**config.mk**
```make
export PLATFORM = sky130hd
export DESIGN_NAME = mem_stage_lsu
export DESIGN_NICKNAME = d
export VERILOG_FILES = /design/src/rtl/mem_stage_lsu.sv
export SDC_FILE = /design/constraint.sdc
export NUM_CORES = 1
export LEC_CHECK = 0
export CAP_MARGIN = 5
export CORE_MARGIN = 10
export CORE_UTILIZATION = 35
export CTS_BUF_LIST = sky130_fd_sc_hd__clkbuf_4 sky130_fd_sc_hd__clkbuf_8
export DETAILED_ROUTE_END_ITERATION = 8
export GPL_TIMING_DRIVEN = 0
export PLACE_DENSITY = 0.68
export RECOVER_POWER = 100
export SETUP_SLACK_MARGIN = 0.3
export SKIP_LAST_GASP = 1
export SYNTH_ARGS = -nofsm -noshare
export SYNTH_HDL_FRONTEND = slang
export SYNTH_SLANG_ARGS = --single-unit
```
**constraint.sdc**
```tcl
create_clock -name clk -period 1.7 [get_ports clk]
set_input_delay 0.255 -clock clk [delete_from_list [all_inputs] [get_ports clk]]
set_output_delay 0.255 -clock clk [all_outputs]
set_load 0.03 [all_outputs]
```
**src/rtl/mem_stage_lsu.sv**
```systemverilog
// Memory-stage load/store unit: one request at a time against a combinational big-endian
// word RAM. Sub-word stores are performed as read-modify-write.
module mem_stage_lsu #(
  parameter int unsigned ADDR_W = 8
) (
  input  logic              clk,
  input  logic              rst_n,
  input  logic              req_valid,
  output logic              req_ready,
  input  logic              req_we,
  input  logic [1:0]        req_size,
  input  logic              req_unsigned,
  input  logic [ADDR_W-1:0] req_addr,
  input  logic [31:0]       req_wdata,
  input  logic [4:0]        req_rd,
  output logic              resp_valid,
  input  logic              resp_ready,
  output logic [31:0]       resp_rdata,
  output logic [4:0]        resp_rd,
  output logic              resp_err,
  output logic [ADDR_W-1:0] ram_addr,
  output logic [31:0]       ram_wdata,
  output logic              ram_read,
  output logic              ram_write,
  input  logic [31:0]       ram_rdata
);

  localparam logic [1:0] SzByte = 2'b00;
  localparam logic [1:0] SzHalf = 2'b01;
  localparam logic [1:0] SzWord = 2'b10;

  typedef enum logic [2:0] {StIdle, StRd, StRmwRd, StWr, StResp} state_e;

  state_e            state_q, state_d;
  logic [1:0]        size_q;
  logic              unsigned_q;
  logic [1:0]        off_q;
  logic [15:0]       wdata_q;
  logic [4:0]        rd_q;
  logic [31:0]       rdata_q, rdata_d;
  logic              err_q, err_d;
  logic [ADDR_W-1:0] ram_addr_q, ram_addr_d;
  logic [31:0]       ram_wdata_q, ram_wdata_d;

  logic        accept;
  logic        req_bad;
  logic [4:0]  lane_shamt;
  logic [15:0] lane_half;
  logic [31:0] lane_mask;
  logic [31:0] load_ext;
  logic [31:0] merge_word;

  assign accept  = req_valid && (state_q == StIdle);
  assign req_bad = (req_size == 2'b11) ||
                   ((req_size == SzHalf) && req_addr[0]) ||
                   ((req_size == SzWord) && (req_addr[1:0] != 2'b00));

  // Lane 0 is the most significant byte, so the shift grows as the offset shrinks.
  always_comb begin
    lane_shamt = 5'd0;
    if (size_q == SzByte) begin
      lane_shamt = {~off_q, 3'b000};
    end else if (!off_q[1]) begin
      lane_shamt = 5'd16;
    end
    lane_half  = 16'(ram_rdata >> lane_shamt);
    lane_mask  = ((size_q == SzByte) ? 32'h0000_00ff : 32'h0000_ffff) << lane_shamt;
    merge_word = (ram_rdata & ~lane_mask) | (({16'h0000, wdata_q} << lane_shamt) & lane_mask);
    case (size_q)
      SzByte:  load_ext = {{24{~unsigned_q & lane_half[7]}}, lane_half[7:0]};
      SzHalf:  load_ext = {{16{~unsigned_q & lane_half[15]}}, lane_half};
      default: load_ext = ram_rdata;
    endcase
  end

  always_comb begin
    state_d     = state_q;
    rdata_d     = rdata_q;
    err_d       = err_q;
    ram_addr_d  = ram_addr_q;
    ram_wdata_d = ram_wdata_q;
    unique case (state_q)
      StIdle: begin
        if (req_valid) begin
          err_d   = req_bad;
          rdata_d = 32'h0;
          if (req_bad) begin
            state_d = StResp;
          end else begin
            ram_addr_d = {req_addr[ADDR_W-1:2], 2'b00};
            if (!req_we) begin
              state_d = StRd;
            end else if (req_size == SzWord) begin
              ram_wdata_d = req_wdata;
              state_d     = StWr;
            end else begin
              state_d = StRmwRd;
            end
          end
        end
      end
      StRd: begin
        rdata_d = load_ext;
        state_d = StResp;
      end
      StRmwRd: begin
        ram_wdata_d = merge_word;
        state_d     = StWr;
      end
      StWr: begin
        state_d = StResp;
      end
      StResp: begin
        if (resp_ready) begin
          state_d = StIdle;
        end
      end
      default: begin
        state_d = StIdle;
      end
    endcase
  end

  always_ff @(posedge clk or negedge rst_n) begin
    if (!rst_n) begin
      state_q     <= StIdle;
      size_q      <= 2'b00;
      unsigned_q  <= 1'b0;
      off_q       <= 2'b00;
      wdata_q     <= 16'h0;
      rd_q        <= 5'd0;
      rdata_q     <= 32'h0;
      err_q       <= 1'b0;
      ram_addr_q  <= '0;
      ram_wdata_q <= 32'h0;
    end else begin
      state_q     <= state_d;
      rdata_q     <= rdata_d;
      err_q       <= err_d;
      ram_addr_q  <= ram_addr_d;
      ram_wdata_q <= ram_wdata_d;
      if (accept) begin
        size_q     <= req_size;
        unsigned_q <= req_unsigned;
        off_q      <= req_addr[1:0];
        wdata_q    <= req_wdata[15:0];
        rd_q       <= req_rd;
      end
    end
  end

  assign req_ready  = (state_q == StIdle);
  assign resp_valid = (state_q == StResp);
  assign resp_rdata = rdata_q;
  assign resp_rd    = rd_q;
  assign resp_err   = err_q;
  assign ram_addr   = ram_addr_q;
  assign ram_wdata  = ram_wdata_q;
  assign ram_read   = (state_q == StRd) || (state_q == StRmwRd);
  assign ram_write  = (state_q == StWr);

endmodule

```
==> key figures <==
Setup path
  • Critical Path Sink: ram_read
  • Critical path class: flip-flop to output port
  • Critical Path Source: state_q[1]
  • Critical path startpoint category: flip-flop
  • Reg2reg start: size_q[0]
  • Arrival @ worst endpoint: 1.73 ns
  • CP endpoint kind: output port
  • Crit-path max FO: 6
  • Internal reg-to-reg setup slack: -0.18 ns
  • Register-to-Register Path Depth: 7
  • Critical Path RT: 1.44 ns
  • RR Endpoint: resp_rdata[27]

Final layout
  • Layout net count: 834
  • Fill cell total of the finished layout: 1,210
  • Final Util: 0.5947
  • Commonest non-fill, non-tap cell in the layout: nand2_1
  • Cell area after layout: 8319 sq um
  • Commonest non-fill, non-tap cells in the layout: nand2_1 (121), dfrtp_1 (98), clkdlybuf4s50_1 (83)
  • Share of cells above drive strength 1: 0.3395
  • Syn-to-layout area delta: 65.56%
  • Diode count: 0

Synth
  • Synthesized area per cell: 9.757 sq um
  • Largest family of logic cells by synthesized area: compound AO/OA/AOI/OAI gates
  • Seq/Total Area, Yosys: 0.4980
  • Synth Area in Compound Gates: 0.2278
  • EDFF count, synth: 0
  • Async SR Flop Fraction: 1.000
  • Xor/xnor share of the synthesized area: 0
  • Post-Syn Instances: 515
  • Simple-gate portion of the synthesized area: 0.1711
  • Synth Area in Adders: 0
  • Prevailing post-synth register cell: dfrtp_1
  • Synth Warn #: 0
  • Flops & latches, synth: 100
  • Cell Area, Synth: 5025 sq um
  • Synth cell types: 51
  • Post-synthesis mux area share: 0.05179

Detailed routing
  • Initial DRC Count: 327
  • Via count: 5,204
  • Vias/cell: 5.572
  • Final ANT Viol Nets: 0
  • Post-Route WL: 20,580 microns
  • Drc violations: 0
  • WL/cell: 22.03 microns
  • TritonRoute pass-1 iters: 7

Die
  • Die width: 139.8 microns
  • Vert. Die Dim: 139.8 microns
  • Die ar.: 19,550 sq um
  • Io pins: 167
  • Core area: 13,990 sq um
  • Rows: 43
  • Starting Density: 0.3592

Timing
  • Tcrit/Tclk final: 1.168
  • Final worst slack: -0.2850 ns
  • Max frequency: 503.8 MHz
  • Setup violators final: 63
  • Final-report hold violation count: 0
  • RSZ-0062 raised after global routing: true
  • Slew Limit Fails: 0
  • Fin crit period: 1.985 ns
  • Worst-margin pin slew: 0.9358 ns
  • Setup Skew: 0.01047 ns
  • Setup TNS Final: -8.104 ns
  • Slew Limit Headroom: 0.3761

Worst hold path
  • Hold Crit Depth: 3
  • HP Class: input pin to flip-flop

Place
  • Placed Area: 7091 sq um
  • Hpwl dp: 14,660 microns
  • GP Congestion: 0.8715
  • Port bufs: 164

Status
  • Status: finished, violations left
  • Failing checks: setup timing

Power
  • Max VDD drop: 0.001006 V
  • Lkg Pwr: 3.672 nW
  • Pwr per Cell Area: 1871 nW/um^2

Flow run
  • Max_cap viols: 0

Clock tree
  • Deepest clock path buffer count: 2
  • Clk_lat worst skew: 0.39 ns
  • Clk sinks: 100
  • Clk root buf: clkbuf_8
  • Total CTS buffers: 9
  • H-tree depth: 3
  • TritonCTS clock tree: built
  • Clock transition at path regs: 0.10 ns

GRT
  • Total track usage: 0.1979
  • Initial antenna violation count: 0
  • Pin count of the biggest net entering global routing: 65
  • First-pass GRT wire length: 31,260 microns
  • Total grt overflow: 0
  • Vias in the first global route: 5,360
## worst min-delay path by stage
| stage | from | end |
|---|---|---|
| 3_5_place_dp | rst_n | resp_rd[4] |
| 4_1_cts | rst_n | ram_addr[7] |
| 6_report | req_rd[1] | resp_rd[1] |
| 5_1_grt | req_rd[4] | resp_rd[4] |
| 3_3_place_gp | resp_rd[4] | resp_rd[4] |
| 2_1_floorplan | rst_n | off_q[0] |
## area by class of cell
class                           instances  area (sq um)  share of cell area
Clock buffer                           12         158.9             0.01910
Timing Repair Buffer                  222          2173              0.2612
Clock inverter                          4         95.09             0.01143
Inverter                               10         37.54            0.004512
Tap cell                              180         225.2             0.02707
Buffer                                 41         421.7             0.05068
Multi-Input combinational cell        365          2703              0.3249
Sequential cell                       100          2505              0.3011
## worst max-delay path: stages, from the launching register on
cell,delay (ns)
dfrtp_1,0.38
buf_6,0.13
or3b_4,0.39
buf_6,0.13
clkbuf_16,0.14
nand2_8,0.05
buf_6,0.12
## cell usage after synthesis, types with 4 or more instances
| cell type | number | area [sq um] |
|---|---|---|
| nand3b_1 | 7 | 52.55 |
| o221a_1 | 7 | 78.83 |
| o311ai_0 | 6 | 52.55 |
| a221o_1 | 10 | 100.1 |
| inv_1 | 10 | 37.54 |
| mux2i_1 | 17 | 170.2 |
| nand2_1 | 124 | 465.5 |
| nand3_1 | 7 | 35.03 |
| dfrtp_1 | 100 | 2502 |
| nor2_1 | 30 | 112.6 |
| a221o_2 | 7 | 78.83 |
| a21oi_1 | 4 | 20.02 |
| buf_2 | 16 | 80.08 |
| a311o_1 | 7 | 70.07 |
| a222oi_1 | 8 | 80.08 |
| a31oi_1 | 17 | 106.4 |
| o21ai_0 | 34 | 170.2 |
| clkbuf_1 | 14 | 52.55 |
| mux2_2 | 8 | 90.09 |
| a22oi_1 | 23 | 172.7 |
| o221a_2 | 9 | 101.4 |
| buf_4 | 5 | 37.54 |
## flip-flops by register name, indices dropped and copies added, names as in the netlist
name / cells
resp_err: 1
state_q: 3
resp_rdata: 32
unsigned_q: 1
wdata_q: 16
ram_wdata: 32
size_q: 2
off_q: 2
ram_addr: 6
resp_rd: 5
## logic make-up after synthesis
| logic type | Yosys count |
|---|---|
| simple gates | 193 |
| compound gates | 145 |
| flops | 100 |
| buf+inv | 51 |
| mux | 25 |
| other cells | 1 |
## power breakdown
group	internal, W	total, W	switching [W]
combinational	0.00398	0.00927	0.00528
sequential	0.00340	0.00434	0.000940
clock	0.00107	0.00196	0.000885
total	0.00845	0.0156	0.00711
## per-layer routing
| metal | wire (microns) | vias up | track usage |
|---|---|---|---|
| met5 | 0 | - | 0 |
| met4 | 432 | 0 | 0.05652 |
| met3 | 1656 | 32 | 0.05580 |
| met2 | 9795 | 211 | 0.3190 |
| met1 | 8692 | 2600 | 0.2521 |
| li1 | - | 2361 | - |
## per-stage QoR
stage / setup WS [ns] / cells / total power, W / hold WS, ns
2_1_floorplan: -0.02477 / 516 / 0.008913 / -0.04059
3_3_place_gp: -3.332 / 860 / 0.01192 / 0.4552
3_5_place_dp: -0.7282 / 861 / 0.01209 / 0.2527
4_1_cts: -0.3159 / 914 / 0.01501 / 0.3768
5_1_grt: -0.3824 / 934 / 0.01641 / 0.4098
6_report: -0.2850 / 934 / 0.01556 / 0.3792
## timing repair
item,in CTS,in global routing
pin swaps,24,20
resized for setup,324,75
cloned,6,2
setup endpoints to repair,168,125
buffers inserted,30,18
endpoints found under the hold margin,36,0
hold buffers,1,0
Note: power is estimated with default switching activity, not from simulation.
